File: config.mk
export PLATFORM = sky130hd
export DESIGN_NAME = demux_gen
export DESIGN_NICKNAME = d
export VERILOG_FILES = /design/src/rtl/demux_gen_pkg.sv /design/src/rtl/demux_dec.sv /design/src/rtl/demux_gen.sv
export SDC_FILE = /design/constraint.sdc
export NUM_CORES = 1
export LEC_CHECK = 0
export ABC_AREA = 1
export BUFFER_PORTS_ARGS = -buffer_cell sky130_fd_sc_hd__buf_4
export CAP_MARGIN = 10
export CORE_MARGIN = 1
export CORE_UTILIZATION = 51
export DETAILED_ROUTE_END_ITERATION = 10
export GPL_TIMING_DRIVEN = 0
export MAX_ROUTING_LAYER = met4
export PLACE_DENSITY = 0.77
export SLEW_MARGIN = 5
export SYNTH_ARGS = -nofsm -noshare
export SYNTH_HDL_FRONTEND = slang
export SYNTH_SLANG_ARGS = --single-unit
File: constraint.sdc
create_clock -name clk -period 1.57 [get_ports clk]
set_input_delay 0.2355 -clock clk [delete_from_list [all_inputs] [get_ports clk]]
set_output_delay 0.2355 -clock clk [all_outputs]
set_load 0.03 [all_outputs]
File: src/rtl/demux_gen_pkg.sv
// demux_gen shared definitions: state encoding and width helpers
// used by both the distributor and the selection mux users.
package demux_gen_pkg;

  typedef enum logic {
    DMX_FILL = 1'b0,
    DMX_FULL = 1'b1
  } dmx_state_e;

  function automatic int dmx_idx_w(input int n);
    return (n > 1) ? $clog2(n) : 1;
  endfunction

  function automatic int dmx_cnt_w(input int n);
    return $clog2(n + 1);
  endfunction

endpackage

File: src/rtl/demux_dec.sv
// Binary-to-one-hot decoder; the counterpart of the
// N-entry selection mux (lane 0 is bit 0).
module demux_dec
  import demux_gen_pkg::*;
#(
  parameter int N     = 7,
  parameter int log2N = dmx_idx_w(N)
) (
  input  logic [log2N-1:0] ctrl,
  output logic [N-1:0]     sel
);

  always_comb begin
    sel = '0;
    for (int k = 0; k < N; k++) begin
      sel[k] = (ctrl == log2N'(k));
    end
  end

endmodule

File: src/rtl/demux_gen.sv
// Serial-to-parallel distributor: steers words into an N-lane
// bank and presents it when full or when a last word arrives.
module demux_gen
  import demux_gen_pkg::*;
#(
  parameter int N             = 7,
  parameter int BUS_DATA_SIZE = 1,
  parameter int log2N         = dmx_idx_w(N),
  parameter int CW            = dmx_cnt_w(N)
) (
  input  logic                       clk,
  input  logic                       rst_n,
  input  logic [BUS_DATA_SIZE-1:0]   din,
  input  logic                       din_valid,
  input  logic                       din_last,
  output logic                       din_ready,
  output logic [N*BUS_DATA_SIZE-1:0] dout,
  output logic [CW-1:0]              dout_cnt,
  output logic                       dout_valid,
  input  logic                       dout_ready,
  output logic [log2N-1:0]           fill_idx
);

  localparam int BW = BUS_DATA_SIZE;

  dmx_state_e state_q, state_d;
  logic [log2N-1:0] fill_q, fill_d;
  logic [CW-1:0] cnt_q, cnt_d;
  logic [N-1:0][BW-1:0] lane_q, lane_d;
  logic [N-1:0] sel, we;
  logic wr, rd, last;

  assign din_ready  = (state_q == DMX_FILL) | dout_ready;
  assign dout_valid = (state_q == DMX_FULL);
  assign wr = din_valid & din_ready;
  assign rd = dout_valid & dout_ready;
  assign last = din_last | (fill_q == log2N'(N - 1));

  demux_dec #(
    .N     (N),
    .log2N (log2N)
  ) u_dec (
    .ctrl (fill_q),
    .sel  (sel)
  );

  assign we = sel & {N{wr}};

  // fill_q is 0 whenever FULL, so a drain+refill writes lane 0
  always_comb begin
    state_d = state_q;
    fill_d  = fill_q;
    cnt_d   = cnt_q;
    lane_d  = lane_q;
    if (rd) begin
      state_d = DMX_FILL;
      lane_d  = '0;
    end
    for (int k = 0; k < N; k++) begin
      if (we[k]) lane_d[k] = din;
    end
    if (wr) begin
      if (last) begin
        state_d = DMX_FULL;
        cnt_d   = CW'(fill_q) + CW'(1);
        fill_d  = '0;
      end else begin
        fill_d  = fill_q + log2N'(1);
      end
    end
  end

  always_ff @(posedge clk or negedge rst_n) begin
    if (!rst_n) begin
      state_q <= DMX_FILL;
      fill_q  <= '0;
      cnt_q   <= '0;
      lane_q  <= '0;
    end else begin
      state_q <= state_d;
      fill_q  <= fill_d;
      cnt_q   <= cnt_d;
      lane_q  <= lane_d;
    end
  end

  assign dout     = lane_q;
  assign dout_cnt = cnt_q;
  assign fill_idx = fill_q;

endmodule

-- Word level (Yosys, flattened, before mapping)
Cells that the tools add are included.
- bits of input ports: 6
- word-level logic and storage cells: 44
- memory bits (writable): 0
- flip-flop bits (word level): 14
- bits in latches: 0
- ROM bits: 0
- memories: 0
- reduce and logical (&&, ||, !) cells: 9
- multiply operators: 0
- muxes and demuxes: 12
- $lt $le $gt $ge: 0
- shift operators: 0
- bitwise logic cells: 6
- equality and inequality tests: 6
- $add $sub $neg: 1
- divide/modulo/power cells: 0
- operators by type and width (operator ; count):
    2-bit nonzero test ; 7
    1-bit 2-to-1 mux ; 10
    3-bit equality test (second input constant) ; 3
    7-bit AND ; 1
    7-bit 2-to-1 mux ; 1
    3-bit by 2-bit equality test with 1-bit output (second input constant) ; 2
    3-bit by 1-bit adder with 3-bit output (second input constant) ; 1
    3-bit by 1-bit equality test with 1-bit output (second input constant) ; 1
    3-bit zero test ; 1
    3-bit 2-to-1 mux ; 1
    1-bit AND ; 2
    1-bit bitwise OR ; 2
    2-bit AND reduction ; 1
    1-bit inverter ; 1

-- Depth between registers and ports, before layout
- depth in word-level cells: 5
- gate-level depth with buffers: 8

-- Modules after synthesis
From an unflattened synthesis, not the netlist that was laid out.
- cells, all modules: 113
- area, all modules: 807.0 µm²
- by module, submodules not included (module ; area each (µm²) ; cells each ; times used ; sequential area each (µm²)):
    demux_gen ; 754.5 ; 99 ; 1 ; 350.3
    demux_dec ; 52.6 ; 14 ; 1 ; 0.0

-- Least setup slack after synthesis
No wires, ideal clock.
- path kind: register to register
- start point: register fill_q[0] (netlist: fill_idx[0])
- end point: register cnt_q[0] (netlist: dout_cnt[0])
- setup time: 0.118 ns
- data arrival time: 1.287 ns
- clock period less this slack: 1.405 ns
- path buffers: 0
- stages on the path, launching flop included: 9
- slack: 0.165 ns
- cell sequence: dfrtp_1 > inv_1 > ha_1 > nand2_4 > nand2_4 > inv_4 > nor2_8 > nand2_1 > nand2_1
- longest elaborated chain between the ends: 3
- elaborated cells between the ends (all ways): 4
- ends and longest elaborated chain (element ; RTL line ; text):
    start: declaration ; demux_gen.sv:27 ; logic [log2N-1:0] fill_q, fill_d;
    start signal: assignment ; demux_gen.sv:81 ; fill_q <= fill_d;
    3-bit equality test ; demux_gen.sv:37 ; assign last = din_last | (fill_q == log2N'(N - 1));
    1-bit bitwise OR ; demux_gen.sv:37 ;
    2-bit AND reduction (no line) ; - ;
    end signal: assignment ; demux_gen.sv:82 ; cnt_q <= cnt_d;
    end: declaration ; demux_gen.sv:28 ; logic [CW-1:0] cnt_q, cnt_d;
Parallel ways exist; a longest one is shown, timed or not.
A chain may end at the register's enable or synchronous reset.

-- Worst setup path after layout
- start point: register state_q (netlist: dout_valid)
- end point: output port din_ready
- longest elaborated chain between the ends: 2
- ends and longest elaborated chain (element ; RTL line ; text):
    start: declaration ; demux_gen.sv:26 ; dmx_state_e state_q, state_d;
    start signal: assignment ; demux_gen.sv:80 ; state_q <= state_d;
    1-bit inverter ; demux_gen.sv:33 ; assign din_ready = (state_q == DMX_FILL) | dout_ready;
    1-bit bitwise OR ; demux_gen.sv:33 ;
    end: declaration ; demux_gen.sv:16 ; output logic din_ready,
Every way passes these cells.

==> impl_table.tex <==
\begin{tabular}{lr}
\hline
Metric & Value \\
\hline
\multicolumn{2}{l}{\textbf{Final layout}} \\
\quad NumNets Final & 134 \\
\quad Top library cells by usage in the layout, fill and taps aside & sky130\_fd\_sc\_hd\_\_nand2\_1, sky130\_fd\_sc\_hd\_\_buf\_4, sky130\_fd\_sc\_hd\_\_nand3\_1, sky130\_fd\_sc\_hd\_\_inv\_1, sky130\_fd\_sc\_hd\_\_dfrtp\_1 \\
\quad Util after Layout & 69.6\% \\
\quad Most frequent standard cell in the layout excluding fill and tap cells & sky130\_fd\_sc\_hd\_\_nand2\_1 \\
\quad Area delta synth->final & 23.9\% \\
\quad Final design area excluding fillers & 0.00108 mm\^{}2 \\
\quad Layout cell share with drive strength beyond 1 & 33.6\% \\
\quad Count of inserted antenna diode cells & 0 \\
\multicolumn{2}{l}{\textbf{Die}} \\
\quad Core box area & 0.00156 mm\^{}2 \\
\quad Total number of placement rows & 14 \\
\quad Io pins & 21 \\
\quad Initial Util & 56.2\% \\
\quad Die area & 0.00189 mm\^{}2 \\
\quad Height of the die & 43.4 um \\
\quad Chip Width & 43.4 um \\
\multicolumn{2}{l}{\textbf{Critical path}} \\
\quad Cell-by-cell trace of the critical path & nand2\_4, buf\_12, buf\_4 \\
\quad Worst setup path category & register to output port \\
\quad CP Capture Type & output port \\
\quad Delay contributed by the slowest stage of the critical path & 0.42 ns \\
\quad Worst-path maximum fanout & 10 \\
\quad Critical path buffer and inverter count & 2 \\
\quad Type of origin of the critical path & register \\
\quad Slowest cell on the critical path & sky130\_fd\_sc\_hd\_\_dfrtp\_1 \\
\quad Arrival time at the worst endpoint & 1.13 ns \\
\quad Data required time at the worst endpoint & 1.33 ns \\
\quad Cell class contributing the biggest share of worst-path delay & flip-flops \\
\multicolumn{2}{l}{\textbf{Place}} \\
\quad Final estimated routing congestion in global placement & 0.749 \\
\quad Post-place instance area & 0.00104 mm\^{}2 \\
\quad Number of buffer cells added on primary ports & 19 \\
\quad Detail Placement HPWL & 1.32 mm \\
\quad Setup slack after placement & 0.265 ns \\
\multicolumn{2}{l}{\textbf{Synthesis}} \\
\quad Number of nets in the synthesized netlist & 109 \\
\quad Number of synthesized register bits & 14 \\
\quad Synth Cell Area & 876 um\^{}2 \\
\quad Mean area per synthesized cell & 8.94 um\^{}2 \\
\quad Sequential share of the synthesized area & 40.0\% \\
\quad Gate count of the mapped netlist & 98 \\
\quad Number of library cell types mapped by synthesis & 15 \\
\quad Cell taking the most area after synthesis & sky130\_fd\_sc\_hd\_\_dfrtp\_1 \\
\quad Fraction of post-synthesis cell area in the top cell type by area & 40.0\% \\
\quad Largest cells by area after synthesis & sky130\_fd\_sc\_hd\_\_dfrtp\_1, sky130\_fd\_sc\_hd\_\_nand2\_1, sky130\_fd\_sc\_hd\_\_nand3\_1 \\
\quad Synth warn & 0 \\
\multicolumn{2}{l}{\textbf{Clock network}} \\
\quad CTS sink cnt & 14 \\
\quad Clock-pin slew on the worst setup and hold paths & 0.09 ns \\
\quad Total CTS buffers & 3 \\
\quad CTS Buffer Depth & 2 \\
\quad Number of post-CTS setup repair buffers & 0 \\
\quad Number of levels the H-tree was split into & 1 \\
\quad Root cell of the clock tree & sky130\_fd\_sc\_hd\_\_clkbuf\_4 \\
\quad Clk Latency, worst-skew pair & 0.28 ns \\
\quad TritonCTS clock tree & done \\
\multicolumn{2}{l}{\textbf{Run status}} \\
\quad Violations in the final reports & design-rule violations \\
\quad Status & complete, but fails checks \\
\multicolumn{2}{l}{\textbf{Timing}} \\
\quad Minimum clock period after layout & 1.37 ns \\
\quad Unrepaired setup endpoints after global routing & no \\
\quad Setup TNS & 0 ns \\
\quad Top achievable clock speed & 0.730 GHz \\
\quad Endpoints failing setup & 0 \\
\quad Hold Violations, Final & 0 \\
\quad Hold slack final & 0.239 ns \\
\quad Measured slew at the worst slew-check pin & 0.245 ns \\
\quad Slew margin rel. & 83.6\% \\
\quad Worst Clk Skew & 0.00246 ns \\
\quad Crit share post-route & 87.2\% \\
\quad Final Max Slew Viols & 0 \\
\quad Least setup slack across all paths after layout & 0.200 ns \\
\multicolumn{2}{l}{\textbf{Routing}} \\
\quad Remaining DRCs & 6 \\
\quad Routed vias/inst & 5.13 \\
\quad Initial DRC Count & 13 \\
\quad Mean routed wirelength per cell & 12.3 um \\
\quad Overall routed net length & 1.70 mm \\
\quad Detailed-router iteration count before antenna repair & 7 \\
\quad Via count & 708 \\
\quad Number of nets with antenna violations after detailed routing & 0 \\
\multicolumn{2}{l}{\textbf{Global routing}} \\
\quad Largest net degree at the start of global routing & 15 \\
\quad Via count of the first global-routing pass & 699 \\
\quad Wire length of the first global-routing pass & 2.90 mm \\
\quad Total routing resource utilization after global routing & 21.2\% \\
\quad Leftover overflow at the end of global routing & 0 \\
\quad Number of antenna violations at the first check in global routing & 0 \\
\multicolumn{2}{l}{\textbf{Power and ir drop}} \\
\quad Static leakage & 0.646 nW \\
\quad Power density over cell area & 1140 mW/mm\^{}2 \\
\quad Worst VDD drop & 0.000846 V \\
\multicolumn{2}{l}{\textbf{Flow run}} \\
\quad Max capacitance violation total & 0 \\
\multicolumn{2}{l}{\textbf{Hold path}} \\
\quad Type of the most critical hold path & primary input to register \\
\hline
\end{tabular}
## path summary, 6_finish.rpt
kind / from / end / slack [ns] / cells past startpoint
max: dout_valid / din_ready / 0.20 / 3
min: din / dout[1] / 0.24 / 3
max reg2reg: fill_idx[0] / dout[2] / 0.25 / 7
min reg2reg: dout_cnt[0] / dout_cnt[0] / 0.49 / 2
max in group asynchronous: rst_n / dout[6] / 1.07 / 2
min in group asynchronous: rst_n / dout[1] / 0.33 / 2
## layer usage
metal | wire (um) | global-route usage, %
met4 | 44 | 10.0
met5 | 0 | -
met3 | 88 | 3.75
met1 | 687 | 23.9
met2 | 883 | 36.1
## registers in the layout, indices dropped and copies added (netlist names)
register,count
dout,7
dout_cnt,3
fill_idx,3
dout_valid,1
## what timing repair did
item,in CTS,in global routing
hold buffers,1,0
hold endpoints to repair,14,0
gates resized for setup,0,0
## cells in the mapped netlist
cell                       n
sky130_fd_sc_hd__nor2_8    1
sky130_fd_sc_hd__nor2_1    3
sky130_fd_sc_hd__buf_6     2
sky130_fd_sc_hd__nand4_1   1
sky130_fd_sc_hd__nand3_2   7
sky130_fd_sc_hd__nand2_8   1
sky130_fd_sc_hd__inv_6     1
sky130_fd_sc_hd__nand2_1  28
sky130_fd_sc_hd__nand3_1  15
sky130_fd_sc_hd__ha_1      5
sky130_fd_sc_hd__dfrtp_1  14
sky130_fd_sc_hd__nand2_4   4
sky130_fd_sc_hd__inv_4     1
sky130_fd_sc_hd__inv_1    14
sky130_fd_sc_hd__buf_12    1
## cells by family (layout without fill, tap and decap cells)
group	count (synthesis)	after routing	share of synthesized area (%)
buffers and inverters	19	43	12.6
DFF	14	14	40.0
and+or+nand+nor	60	60	40.3
adders and majority gates	5	5	7.14
## through the flow
step	instances	power [mW]
3_3_place_gp	133	0.964
3_5_place_dp	133	0.981
6_report	138	1.23
4_1_cts	138	1.24
5_1_grt	138	1.30
2_1_floorplan	98	0.808
## final cells by class
type	instances	area, um^2
fillers	128	474
multi-input cells	65	415
flip-flops and latches	14	350
repair buffers	20	153
inverters	16	67.6
plain buffers	3	42.5
clock buffers	4	36.3
well taps	16	20.0
## worst min-delay path, stage by stage
cell and delay [ns]:
sky130_fd_sc_hd__buf_4 0.12, sky130_fd_sc_hd__nand3_1 0.07, sky130_fd_sc_hd__nand2_1 0.06
## where the power goes
group	total, mW	internal (mW)	leakage [nW]	switching [mW]
registers	0.472	0.425	0.186	0.0470
logic	0.499	0.182	0.440	0.317
clock network	0.262	0.141	0.0210	0.121
total	1.23	0.748	0.646	0.486
No activity file was read; power rests on OpenSTA's default activity.
